## config.mk

```make
export PLATFORM = sky130hd
export DESIGN_NAME = mux16_rr_arbiter
export DESIGN_NICKNAME = d
export VERILOG_FILES = /design/src/rtl/mux16_arb_pkg.sv /design/src/rtl/MuxX16.sv /design/src/rtl/mux16_rr_pick.sv /design/src/rtl/mux16_rr_arbiter.sv
export SDC_FILE = /design/constraint.sdc
export NUM_CORES = 1
export LEC_CHECK = 0
export ABC_AREA = 1
export CAP_MARGIN = 20
export CORE_AREA = 2 2 89 91
export DETAILED_ROUTE_END_ITERATION = 7
export DIE_AREA = 0 0 91 93
export HOLD_SLACK_MARGIN = 0.12
export PLACE_DENSITY = 0.77
export SKIP_CTS_REPAIR_TIMING = 1
export SYNTH_ARGS = -nofsm -noshare
export SYNTH_HDL_FRONTEND = slang
export SYNTH_SLANG_ARGS = --single-unit
```

## constraint.sdc

```tcl
create_clock -name clk -period 3.5 [get_ports clk]
set_input_delay 0.7 -clock clk [delete_from_list [all_inputs] [get_ports clk]]
set_output_delay 0.7 -clock clk [all_outputs]
set_load 0.005 [all_outputs]
```

## src/rtl/mux16_arb_pkg.sv

```systemverilog
// Shared types and constants for the 16-lane round-robin mux arbiter.
package mux16_arb_pkg;

    localparam int N_REQ = 16;
    localparam int SEL_W = 4;

    typedef enum logic [1:0] {
        IDLE,
        OWN,
        SWITCH
    } arb_state_t;

    // Width of the hold counter; at least one bit so MAX_HOLD of 1 or 2 still elaborates.
    function automatic int hold_cnt_width(input int max_hold);
        return (max_hold <= 2) ? 1 : $clog2(max_hold);
    endfunction

endpackage

```

## src/rtl/MuxX16.sv

```systemverilog
// Existing 16:1 bit-select mux used unchanged by the arbiter datapath.
module MuxX16 (
    input  logic [15:0] data,
    input  logic [3:0]  sel,
    output logic        out
);

    assign out = data[sel];

endmodule

```

## src/rtl/mux16_rr_pick.sv

```systemverilog
// Rotate-priority picker: first set request strictly after ptr, wrapping 15 -> 0.
module mux16_rr_pick
    import mux16_arb_pkg::*;
(
    input  logic [N_REQ-1:0] req,
    input  logic [SEL_W-1:0] ptr,
    output logic             found,
    output logic [SEL_W-1:0] idx
);

    always_comb begin
        // NOTE: combinational blocks use blocking '=' and assign every output first, so no latch is inferred.
        found = 1'b0;
        idx   = ptr;
        // k == N_REQ wraps to ptr itself, so the previous owner is checked last.
        for (int k = 1; k <= N_REQ; k++) begin
            if (!found && req[ptr + SEL_W'(k)]) begin
                found = 1'b1;
                idx   = ptr + SEL_W'(k);
            end
        end
    end

endmodule

```

## src/rtl/mux16_rr_arbiter.sv

```systemverilog
// Round-robin owner sequencer for the MuxX16 datapath with hold limit and one dead cycle per handover.
// Define MUX16_ARB_LOCK_EN to add the lock input that suppresses hold-limit expiry.
module mux16_rr_arbiter
    import mux16_arb_pkg::*;
#(
    parameter int MAX_HOLD = 8
) (
    input  logic             clk,
    input  logic             rst,
    input  logic [N_REQ-1:0] req,
    input  logic [N_REQ-1:0] data_in,
`ifdef MUX16_ARB_LOCK_EN
    input  logic             lock,
`endif
    output logic [N_REQ-1:0] gnt,
    output logic [SEL_W-1:0] sel,
    output logic             busy,
    output logic             data_out,
    output logic             data_valid
);

    localparam int            HW        = hold_cnt_width(MAX_HOLD);
    localparam logic [HW-1:0] HOLD_LAST = HW'(MAX_HOLD - 1);

    arb_state_t       state_q, state_d;
    logic [N_REQ-1:0] gnt_d;
    logic [SEL_W-1:0] sel_d;
    logic [SEL_W-1:0] ptr_q, ptr_d;
    logic [HW-1:0]    hold_q, hold_d;
    logic             found;
    logic [SEL_W-1:0] win;
    logic             mux_bit;
    logic             others_req;
    logic             lock_hold;

    mux16_rr_pick u_pick (
        .req   (req),
        .ptr   (ptr_q),
        .found (found),
        .idx   (win)
    );

    MuxX16 u_mux (
        .data (data_in),
        .sel  (sel),
        .out  (mux_bit)
    );

    assign others_req = |(req & ~gnt);
    assign busy       = (state_q != IDLE);

`ifdef MUX16_ARB_LOCK_EN
    assign lock_hold = lock & req[sel];
`else
    assign lock_hold = 1'b0;
`endif

    always_comb begin
        state_d = state_q;
        gnt_d   = gnt;
        sel_d   = sel;
        ptr_d   = ptr_q;
        hold_d  = hold_q;
        unique case (state_q)
            IDLE, SWITCH: begin
                if (found) begin
                    state_d = OWN;
                    gnt_d   = N_REQ'(1) << win;
                    sel_d   = win;
                    ptr_d   = win;
                    hold_d  = '0;
                end else begin
                    state_d = IDLE;
                end
            end
            OWN: begin
                // Release takes precedence over expiry; both lead to the same dead cycle.
                if (!req[sel]) begin
                    state_d = SWITCH;
                    gnt_d   = '0;
                end else if (hold_q == HOLD_LAST) begin
                    if (lock_hold) begin
                        hold_d = hold_q;
                    end else if (others_req) begin
                        state_d = SWITCH;
                        gnt_d   = '0;
                    end else begin
                        hold_d = '0;
                    end
                end else begin
                    hold_d = hold_q + HW'(1);
                end
            end
            default: begin
                state_d = IDLE;
                gnt_d   = '0;
            end
        endcase
    end

    always_ff @(posedge clk or posedge rst) begin
        // NOTE: all state registers use non-blocking '<=' so every flop samples pre-edge values.
        if (rst) begin
            state_q    <= IDLE;
            gnt        <= '0;
            sel        <= '0;
            ptr_q      <= SEL_W'(N_REQ - 1);
            hold_q     <= '0;
            data_out   <= 1'b0;
            data_valid <= 1'b0;
        end else begin
            state_q    <= state_d;
            gnt        <= gnt_d;
            sel        <= sel_d;
            ptr_q      <= ptr_d;
            hold_q     <= hold_d;
            data_out   <= mux_bit;
            data_valid <= |gnt;
        end
    end

endmodule

```

# ---- Word-level counts from Yosys, hierarchy flattened
# Index checks and enable logic that the tools add are counted.
dict set report classes {
  order_cmp 17
  bitwise 2
  eq_ne 8
  add_sub_neg 16
  n_reduce_logical 40
  n_mux 83
  shift 1
}
# cell n
set op_table {}
lappend op_table {{$lt A4 B5 Y1 const B} 17}
lappend op_table {{$bmux W1 S4} 18}
lappend op_table {{$mux W16} 4}
lappend op_table {{$mux W4} 16}
lappend op_table {{$mux W1} 35}
lappend op_table {{$add A4 B4 Y4 const B} 8}
lappend op_table {{$pmux W16 S2} 1}
lappend op_table {{$reduce_or A16 Y1} 2}
lappend op_table {{$add A4 B3 Y4 const B} 4}
lappend op_table {{$and A16 B16 Y16} 1}
lappend op_table {{$not A16 Y16} 1}
lappend op_table {{$shl A1 B4 Y16 const A} 1}
lappend op_table {{$logic_and A1 B1 Y1} 15}
lappend op_table {{$logic_not A1 Y1} 15}
lappend op_table {{$mux W3} 4}
lappend op_table {{$ne A3 B3 Y1 const B} 3}
lappend op_table {{$add A4 B2 Y4 const B} 2}
lappend op_table {{$mux W2} 3}
lappend op_table {{$pmux W3 S2} 1}
lappend op_table {{$add A4 B1 Y4 const B} 1}
lappend op_table {{$ne A2 B2 Y1 const B} 2}
lappend op_table {{$pmux W2 S2} 1}
lappend op_table {{$reduce_and A2 Y1} 2}
lappend op_table {{$reduce_and A4 Y1} 1}
lappend op_table {{other kinds (8)} 9}
dict set report totals {
  reg_bits 31
  out_inout_bits 23
}

# ---- Depth between registers and ports, before layout
# Gate-level depths: netlist (run 1).
dict set report logic_depth {
  ltp_word 52
  ltp_mapped 31
  depth_no_buf 29
}

# ---- Modules after synthesis
# A second synthesis (run 1) with hierarchy kept.
dict set report hier_totals {
  cells_unflattened 640
  hier_area_um2 3763.6
}
# module seq_area_each_um2 cells_per_inst area_each_um2 n_inst
set modules_own_cells {}
lappend modules_own_cells {mux16_rr_arbiter 780.7 233 1776.7 1}
lappend modules_own_cells {mux16_rr_pick 0.0 357 1756.7 1}
lappend modules_own_cells {MuxX16 0.0 50 230.2 1}

# ---- Least setup slack after synthesis (run 1)
# Ideal clock, no wire load.
dict set report synth_timing {
  kind {register -> register}
  startpoint {reg ptr_q[1]}
  endpoint {reg sel[1]}
  n_path_buf 3
  slack_ns -0.004
  arrival_time_ns 3.379
  path_stages_with_launch 24
  cell_sequence {dfstp_2 > inv_1 > buf_2 > ha_1 > inv_1 > buf_2 > nand3_1 > nand3_1 > nand2_1 > nand2_2 > nand2_4 > nor2_8 > nand3_2 > nor3_4 > nand3_2 > nor2_4 > nand4_2 > nor2_4 > nand4_1 > nand2_2 > inv_1 > buf_2 > nand2_1 > o21ai_1}
}
dict set report synth_via {
  elab_chain_len 50
  word_cells_on_any_way 110
  classes_between {add/sub: 15; mux: 64; reduce/logical: 31}
}
# item line
set synth_lines {}
lappend synth_lines {{start: declaration} mux16_rr_arbiter.sv:28} ;# logic [SEL_W-1:0] ptr_q, ptr_d;
lappend synth_lines {{start signal: assignment} mux16_rr_arbiter.sv:107} ;# ptr_q <= SEL_W'(N_REQ - 1);
lappend synth_lines {{start signal: assignment} mux16_rr_arbiter.sv:115} ;# ptr_q <= ptr_d;
lappend synth_lines {{$add A4 B1 Y4} {mux16_rr_pick.sv:17, mux16_rr_pick.sv:19}}
lappend synth_lines {{$bmux W1 S4} mux16_rr_pick.sv:17} ;# if (!found && req[ptr + SEL_W'(k)]) begin
lappend synth_lines {{$mux W1 (implied by the code)} mux16_rr_pick.sv:17}
lappend synth_lines {{$mux W1} mux16_rr_pick.sv:17}
lappend synth_lines {{$logic_not A1 Y1} mux16_rr_pick.sv:17}
lappend synth_lines {{$logic_and A1 B1 Y1} mux16_rr_pick.sv:17}
lappend synth_lines {{$mux W1} mux16_rr_pick.sv:17}
lappend synth_lines {{$logic_not A1 Y1} mux16_rr_pick.sv:17}
lappend synth_lines {{(+34 left out)} n/a}
lappend synth_lines {{$mux W1} mux16_rr_pick.sv:17}
lappend synth_lines {{$logic_not A1 Y1} mux16_rr_pick.sv:17}
lappend synth_lines {{$logic_and A1 B1 Y1} mux16_rr_pick.sv:17}
lappend synth_lines {{$mux W1} mux16_rr_pick.sv:17}
lappend synth_lines {{$logic_not A1 Y1} mux16_rr_pick.sv:17}
lappend synth_lines {{$logic_and A1 B1 Y1} mux16_rr_pick.sv:17}
lappend synth_lines {{$mux W1} mux16_rr_pick.sv:17}
lappend synth_lines {{$reduce_and A2 Y1 (no source line)} n/a}
lappend synth_lines {{end signal: assignment} mux16_rr_arbiter.sv:114} ;# sel <= sel_d;
lappend synth_lines {{end: declaration} mux16_rr_arbiter.sv:16} ;# output logic [SEL_W-1:0] sel,
# Several ways; a longest one is shown, not always the timed one. The select of a mux whose other input is x is not followed.
# A chain may end at the register's enable or synchronous reset.

# ---- Worst setup path after layout (run 1)
dict set report layout_timing {
  startpoint {reg ptr_q[0]}
  endpoint {reg gnt[4]}
}
dict set report layout_via {
  elab_chain_len 52
  word_cells_on_any_way 114
  classes_between {add/sub: 15; eq/ne: 1; shift: 1; mux: 66; reduce/logical: 31}
}
# item line
set layout_lines {}
lappend layout_lines {{$add A4 B1 Y4} {mux16_rr_pick.sv:17, mux16_rr_pick.sv:19}}
lappend layout_lines {{$bmux W1 S4} mux16_rr_pick.sv:17}
lappend layout_lines {{$mux W1 (implied by the code)} mux16_rr_pick.sv:17}
lappend layout_lines {{$mux W1} mux16_rr_pick.sv:17}
lappend layout_lines {{$logic_not A1 Y1} mux16_rr_pick.sv:17}
lappend layout_lines {{$logic_and A1 B1 Y1} mux16_rr_pick.sv:17}
lappend layout_lines {{$mux W1} mux16_rr_pick.sv:17}
lappend layout_lines {{$logic_not A1 Y1} mux16_rr_pick.sv:17}
lappend layout_lines {{(+36 left out)} n/a}
lappend layout_lines {{$logic_and A1 B1 Y1} mux16_rr_pick.sv:17}
lappend layout_lines {{$mux W1} mux16_rr_pick.sv:17}
lappend layout_lines {{$logic_not A1 Y1} mux16_rr_pick.sv:17}
lappend layout_lines {{$logic_and A1 B1 Y1} mux16_rr_pick.sv:17}
lappend layout_lines {{$mux W4} mux16_rr_pick.sv:17}
lappend layout_lines {{$shl A1 B4 Y16} mux16_rr_arbiter.sv:68} ;# gnt_d = N_REQ'(1) << win;
lappend layout_lines {{$mux W16} mux16_rr_arbiter.sv:66} ;# if (found) begin
lappend layout_lines {{$pmux W16 S2} mux16_rr_arbiter.sv:64} ;# unique case (state_q)
lappend layout_lines {{end signal: assignment} mux16_rr_arbiter.sv:113} ;# gnt <= gnt_d;
lappend layout_lines {{end: declaration} mux16_rr_arbiter.sv:15} ;# output logic [N_REQ-1:0] gnt,
# Several ways; a longest one is shown, not always the timed one. The select of a mux whose other input is x is not followed.

==> flow_summary.ini, run 1 <==
[global_routing]
globalRouteOverflowTotal = 0
grt_pass1_vias = 4556
grt_start_max_net_pins = 30
grt_pass1_wl_um = 21790
antenna_found_initial = 0
track_usage_pct = 32.18

[drt]
ant_nets = 0
wl_per_cell_um = 18.00
via_per_inst = 5.789
drt-total-wl_um = 15800
wl_met2_um = 7677
met1_length_um = 5856
drt-initial-drc-count = 410
via_count = 5083
wl_met3_um = 1327
dr.pass1.iters = 5
post-route-drc-count = 0
topRoutingLayerUsed = met4

[sta]
slew_violations = 0
worst_slew_pin_slew_ps = 577.9
period_needed_ps = 3821
finalCritPeriodShare_pct = 109.2
timing.slew.headroom_pct = 61.48
fmax_ghz = 0.2617
layout_setup_ws_ps = -321.1
setup_viol = 23
fin_worst_skew_ps = 13.16
final-hold-violation-count = 0
fin_setup_tns_ps = -5526
whs_ps = 531.5
rsz0062_at_grt = yes

[placed_design]
port_buffers = 56
place_inst = 846
place_area_um2 = 5039
place.gp.congestion = 0.9937
dp.final_hpwl_um = 10740

[final_layout]
area_growth_syn_to_layout_pct = 59.70
finalNonFillerCells = 878
num-nets-final = 819
post-route-cell-area_um2 = 5851
fillCellCount = 538
drive_gt1_share_pct = 32.73
insertedDiodeCount = 0

[clocking]
cts_buffer_depth = 2
htree_num_levels = 2
clock_latency_ps = 290
root_buffer = clkbuf_8
cts_tree = done
cts_inserted_buffers = 5
cts_sinks = 31
clk_pin_slew_ps = 70

[critical_path]
cp.arrival_ps = 4050
crit_path_top_delay_cell = dfstp_2
reg2reg_from = ptr_q[0]
worst_path_most_repeated_cell = nand2_1
rrSetupSlack_ps = -320
criticalPathCategory = reg2reg
end_kind = flip-flop
cpPeakStageDelay_ps = 570
worst_ep_required_time_ps = 3730
reg2reg_depth = 27
path_max_fanout = 5
startpoint_type = flip-flop
reg2reg_to = gnt[4]

[synthesis]
async_flop_share_pct = 100.0
yosysWarnings = 0
syn_inst = 602
synth_top_area_share_pct = 20.70
synth_compound_area_share_pct = 13.70
synthSimpleGateAreaFrac_pct = 48.60
synth_xor_area_share_pct = 2.596
ys_seq_elements = 31
synth_fa_ha_area_share_pct = 3.415
synthTopCellsByArea = nand2_1 21%, dfrtp_1 18%, nand3_1 11%, inv_1 6.1%, nor2_1 5.1%
yosysTopAreaCell = nand2_1
synth_ff_type = dfrtp_1
syn_avg_cell_area_um2 = 6.086
synth_fp_nets = 646
synth_edf_count = 0
ys_types = 48
synth_top_family_by_area = simple AND/OR/NAND/NOR gates
syn_area_um2 = 3664
muxShareOfSynthArea_pct = 0
yosysSeqAreaShare_pct = 21.31

[min_path]
holdPathEnd = hold_q[2]
hold_path.class = reg2reg
hold_path_depth = 2
worst_hold_startpoint = hold_q[2]

[floorplanning]
die_h_um = 93
initial_core_util_pct = 48.67
num_rows = 32
die_w_um = 91
coreArea_um2 = 7527
io_pins = 57
fp.dieArea_um2 = 8463

[status]
violations = setup timing
status = complete, but fails checks

[run]
cap_violations = 0
[cell usage in the layout, fill, tap and decap left out, types with 5 or more instances in the layout]
cell	Yosys	routed
ha_1	10	7
inv_1	60	55
nand3_1	83	60
o21ai_1	11	11
nand3_4	0	10
nor2_4	4	7
buf_6	4	6
buf_4	1	109
nand3_2	7	20
dfrtp_1	27	27
clkbuf_8	0	5
o21ai_0	29	27
nand2_4	1	8
nand4_1	12	12
nor2_1	50	46
clkdlybuf4s50_1	0	49
a21oi_1	9	8
nand2_2	12	30
o21ai_2	5	6
o22ai_1	5	5
nand2_1	202	177
dlymetal6s2s_1	0	7
inv_2	6	8
[worst max-delay path: cells and delay by family, from the launching register on]
family / cells / cell delay, ps
and+or+nand+nor: 19 / 1890
buffers and inverters: 6 / 780
DFF: 1 / 570
adders and majority gates: 1 / 260
AOI/OAI and AO/OA: 1 / 240
[how the worst max path moves through the flow]
stage                          to  slack [ps]  cells after the start      from
after floorplan            sel[1]          20                     23  ptr_q[1]
after CTS                 gnt[14]        -370                     25  ptr_q[0]
after global routing       gnt[4]        -500                     26  ptr_q[1]
after global placement     gnt[7]        -230                     24    req[0]
final                      gnt[4]        -320                     27  ptr_q[0]
after detailed placement   gnt[6]        -360                     24    req[2]
[per-layer routing]
layer | global-route usage [%] | vias up
met5 | 0 | -
met3 | 3.062 | 86
li1 | - | 2328
met4 | 13.13 | 0
met2 | 58.40 | 312
met1 | 39.15 | 2357
[cell families after synthesis]
kind of cell,Yosys count
buffers and inverters,87
AND/OR/NAND/NOR,386
AO/OA/AOI/OAI,81
XOR/XNOR,7
flip-flops,31
adder cells (fa/ha/maj),10
[stage by stage]
step / setup WS, ps / utilization, %
floorplan: 24.88 / -
global placement: -227.9 / 66.94
detailed placement: -356.3 / 66.94
CTS: -372.4 / 68.05
global route: -503.1 / 77.73
finish: -321.1 / 77.73
[Yosys cell counts, types with 4 or more instances]
cell      instances
nand2_1         202
nand3_1          83
inv_1            60
nor2_1           50
o21ai_0          29
dfrtp_1          27
nand2_2          12
nand4_1          12
o21ai_1          11
ha_1             10
a21oi_1           9
buf_2             8
nand3_2           7
inv_2             6
o21ai_2           5
o22ai_1           5
a31oi_1           4
buf_6             4
dfstp_2           4
nor2_4            4
nor4_1            4
o221ai_1          4
[sequential cells by signal (all words and copies together), names as in the netlist]
register / flops
hold_q: 3
ptr_q: 4
data_valid: 1
gnt: 16
state_q: 2
data_out: 1
sel: 4
[area by class of cell]
class	instances	area [um2]	area share, %
clock buffer	5	68.82	1.176
clock inverter	3	15.01	0.2566
inverter	71	286.5	4.897
multi-input combinational	484	2888	49.36
sequential	31	780.7	13.34
tap	102	127.6	2.181
timing repair buffer	181	1677	28.66
timing repair inverter	1	7.507	0.1283
Power of run 1 is left out: the tool's default activity adds up to more than one toggle a clock period on the data nets, which glitch-free logic cannot reach.
==> inputs of run 2 (changes only) <==
Settings changed: CORE_AREA 2 2 89 91 to 2 2 88 90, CTS_BUF_LIST set to sky130_fd_sc_hd__clkbuf_4 sky130_fd_sc_hd__clkbuf_8, DIE_AREA 0 0 91 93 to 0 0 90 92, PLACE_DENSITY 0.77 to 0.78.
==> run 2 against run 1 <==
Against the previous run: the run still ends with setup timing left; clock-buffer cell count is 1 higher; final cell count increased by 0.11%; sequential share of layout area is 0.075 points higher; die area decreased by 2.2%; global-route usage is 0.44 points higher; maximum frequency is 2.8% higher; hold slack better by 20 ps; clock skew fell by 3.7 ps; via count shrank 0.18%; sequential cell count unchanged; critical path depth is 3 lower; critical endpoint is now gnt[5]; largest cell class unchanged.
==> flow_summary.ini, run 2 (synthesis gave the netlist of run 1 again) <==
[floorplanning]
die_w_um = 90
io_pins = 57
die_h_um = 92
coreArea_um2 = 7447
initial_core_util_pct = 49.19
num_rows = 32
fp.dieArea_um2 = 8280

[sta]
final-hold-violation-count = 0
fmax_ghz = 0.2691
fin_worst_skew_ps = 9.476
period_needed_ps = 3716
slew_violations = 0
setup_viol = 21
worst_slew_pin_slew_ps = 550.8
rsz0062_at_grt = yes
timing.slew.headroom_pct = 63.28
finalCritPeriodShare_pct = 106.2
layout_setup_ws_ps = -216.5

[clocking]
cts_sinks = 31
htree_num_levels = 2
cts_buffer_depth = 2
clk_pin_slew_ps = 70
cts_tree = done
root_buffer = clkbuf_8
cts_inserted_buffers = 5
clock_latency_ps = 300

[drt]
drt-total-wl_um = 15220
ant_nets = 0
dr.pass1.iters = 6
post-route-drc-count = 0
wl_per_cell_um = 17.31
via_per_inst = 5.772
via_count = 5074
drt-initial-drc-count = 385

[global_routing]
track_usage_pct = 32.62
globalRouteOverflowTotal = 0
grt_pass1_vias = 4568
antenna_found_initial = 0
grt_start_max_net_pins = 30
grt_pass1_wl_um = 21840

[critical_path]
path_max_fanout = 6
cp.arrival_ps = 3900
startpoint_type = flip-flop
end_kind = flip-flop
criticalPathCategory = reg2reg
worst_ep_required_time_ps = 3690

[final_layout]
fillCellCount = 522
num-nets-final = 820
area_growth_syn_to_layout_pct = 58.81
layout_commonest_cell = nand2_1
regMostFlops = gnt
finalNonFillerCells = 879
largest_register_ff_count = 16
drive_gt1_share_pct = 34.36
final_cell_mix = 172 x nand2_1, 114 x buf_4, 66 x nand3_1, 56 x inv_1, 49 x clkdlybuf4s50_1
insertedDiodeCount = 0
reg_top3 = gnt: 16 flops, ptr_q: 4 flops, sel: 4 flops

[status]
status = complete, but fails checks
violations = setup timing

[min_path]
hold_path.class = reg2reg

[placed_design]
port_buffers = 56
place.gp.congestion = 1.035
dp.final_hpwl_um = 10510
place_inst = 845

[run]
cap_violations = 0
==> run 2: path summary, 6_finish.rpt <==
path	from	end	slack (ps)	cells after the start
max	ptr_q[0]	gnt[5]	-220	24
min	gnt[7]	gnt[7]	550	2
min in group asynchronous	rst	state_q[0]	700	2
min reg2reg	gnt[7]	gnt[7]	550	2
max reg2reg	ptr_q[0]	gnt[5]	-220	24
max in group asynchronous	rst	ptr_q[2]	2130	4
==> run 2: per-layer routing <==
layer  share of wire, %  global-route usage, %
met1                 37                  40.22
met2                 48                  56.20
met3                8.8                  3.369
met4                5.9                  17.69
met5                  0                      0
==> run 2: worst max-delay path, stage by stage (launching register included) <==
cell and delay (ps):
dfstp_2 570, inv_4 50, ha_4 250, clkinvlp_4 140, buf_6 160, nand3_4 80, nand3_2 110, nand2_4 80
o21ai_4 190, nand3_4 100, nor3_4 240, nand3_2 150, nor2_4 170, nand2_2 80, nor2_4 180, nand2_2 110
o21ai_1 150, inv_1 60, nand2_1 80, nand2_2 100, a21oi_4 230, buf_4 160, nor2_4 40, nand2_1 70
nand2_1 50
==> run 2: layout make-up <==
class / instances / area [um2] / area share [%]
clock buffer: 6 / 82.58 / 1.419
sequential: 31 / 780.7 / 13.42
multi-input combinational: 485 / 2908 / 49.98
clock inverter: 2 / 35.03 / 0.6022
inverter: 71 / 282.8 / 4.860
tap: 102 / 127.6 / 2.194
timing repair buffer: 182 / 1602 / 27.53
==> run 2: through the flow <==
stage / hold WS (ps) / setup TNS (ps) / cell area, um2 / setup WS (ps) / utilization (%)
2_1_floorplan: 482.3 / 0 / 3666 / 24.88 / -
3_3_place_gp: 510.5 / -4224 / 5019 / -227.4 / 67.39
3_5_place_dp: 530.5 / -6296 / 5019 / -325.9 / 67.39
4_1_cts: 548.6 / -4164 / 5136 / -241.7 / 68.97
5_1_grt: 581.8 / -7806 / 5818 / -439.6 / 78.13
6_report: 551.6 / -2605 / 5818 / -216.5 / 78.13
Power of run 2 is left out for the same reason.
==> inputs of run 3 (changes only) <==
Settings changed: CAP_MARGIN 20 to not set, SKIP_LAST_GASP set to 1.
==> run 3 against run 2 <==
Against the previous run: the flow still finishes with violations (setup timing); sequential cell count did not move; die area did not move; core utilization fell by 1.3 points; first-iteration DRC count rose by 12%; global-route usage did not move; hold slack got worse by 6.7 ps; register-to-register slack improved by 30 ps; clock-buffer cell count did not move.
==> flow_summary.ini, run 3 (synthesis gave the netlist of run 1 again) <==
[critical_path]
cp.arrival_ps = 3870
path_max_fanout = 6
criticalPathCategory = reg2reg
end_kind = flip-flop
worst_ep_required_time_ps = 3680
startpoint_type = flip-flop
crit_start = ptr_q[0]
reg2reg_from = ptr_q[0]
rrSetupSlack_ps = -180
reg2reg_to = gnt[6]
reg2reg_depth = 23

[floorplanning]
num_rows = 32
initial_core_util_pct = 49.19
fp.dieArea_um2 = 8280
io_pins = 57
coreArea_um2 = 7447
die_w_um = 90
die_h_um = 92

[sta]
rsz0062_at_grt = yes
worst_slew_pin_slew_ps = 1100
period_needed_ps = 3683
final-hold-violation-count = 0
slew_violations = 0
fin_worst_skew_ps = 9.891
fmax_ghz = 0.2715
finalCritPeriodShare_pct = 105.2
layout_setup_ws_ps = -182.8
setup_viol = 20
timing.slew.headroom_pct = 26.62
whs_ps = 544.9

[global_routing]
globalRouteOverflowTotal = 0
antenna_found_initial = 0
grt_start_max_net_pins = 30
track_usage_pct = 32.62
grt_pass1_vias = 4568
grt_pass1_wl_um = 21840

[placed_design]
place_inst = 845
port_buffers = 56
dp.final_hpwl_um = 10510
place.gp.congestion = 1.035

[final_layout]
final-seq-area_um2 = 780.7
insertedDiodeCount = 0
area_growth_syn_to_layout_pct = 56.22
layout_commonest_cell = nand2_1
drive_gt1_share_pct = 33.16
final_cell_mix = 175 x nand2_1, 111 x buf_4, 66 x nand3_1, 56 x inv_1, 49 x clkdlybuf4s50_1
final_util_pct = 76.85
largest_register_ff_count = 16
finalNonFillerCells = 874
fillCellCount = 551
regMostFlops = gnt
multi_input_area_um2 = 2874
num-nets-final = 815
reg_top3 = gnt: 16 flops, ptr_q: 4 flops, sel: 4 flops

[clocking]
root_buffer = clkbuf_8
htree_num_levels = 2
clock_latency_ps = 290
cts_tree = done
cts_sinks = 31
cts_buffer_depth = 2
clk_pin_slew_ps = 70
cts_inserted_buffers = 5

[drt]
ant_nets = 0
via_per_inst = 5.677
post-route-drc-count = 0
via_count = 4962
drt-initial-drc-count = 433
wl_per_cell_um = 16.76
dr.pass1.iters = 5
drt-total-wl_um = 14650

[status]
violations = setup timing
status = complete, but fails checks

[min_path]
holdPathEnd = gnt[7]
hold_path.class = reg2reg
hold_path_depth = 2
worst_hold_startpoint = gnt[7]

[run]
cap_violations = 0
-- run 3: layout make-up --
| type | instances | area share [%] |
|---|---|---|
| clock buffers | 6 | 1.443 |
| clock inverters | 2 | 0.6122 |
| inverters | 71 | 4.941 |
| multi-input cells | 485 | 50.22 |
| flip-flops and latches | 31 | 13.64 |
| well taps | 102 | 2.230 |
| repair buffers | 177 | 26.91 |
-- run 3: metal layers --
layer | global-route usage, % | vias up | wire [um]
met5 | 0 | - | 0
li1 | - | 2316 | -
met4 | 17.69 | 0 | 951
met1 | 40.22 | 2283 | 5596
met3 | 3.369 | 71 | 1148
met2 | 56.20 | 292 | 6952
-- run 3: worst max-delay path: stages (launching register included) --
cell	delay, ps
dfstp_2	570
inv_4	50
ha_4	250
clkinvlp_4	140
buf_6	160
nand3_4	80
nand3_2	110
nand2_4	80
o21ai_4	180
nand3_4	100
nor3_4	230
nand3_2	150
nor2_4	170
nand2_2	80
nor2_4	170
nand2_2	120
o21ai_1	170
inv_1	60
nand2_1	80
nand2_2	100
a21oi_4	290
nor2_2	100
nand2_1	80
nand2_1	50
-- run 3: stage by stage --
| step | instance area [um2] | TNS (ps) | setup slack, ps |
|---|---|---|---|
| floorplan | 3666 | 0 | 24.88 |
| global placement | 5019 | -4224 | -227.4 |
| detailed placement | 5019 | -6296 | -325.9 |
| CTS | 5136 | -4164 | -241.7 |
| global route | 5723 | -7069 | -371.5 |
| finish | 5723 | -1958 | -182.8 |
-- run 3: worst max path at each step --
stage	end	slack [ps]	depth (start not counted)
floorplan	sel[1]	20	23
global placement	gnt[5]	-230	24
detailed placement	gnt[6]	-330	23
CTS	gnt[6]	-240	25
global route	gnt[12]	-370	25
finish	gnt[6]	-180	23
Power of run 3 is left out for the same reason.
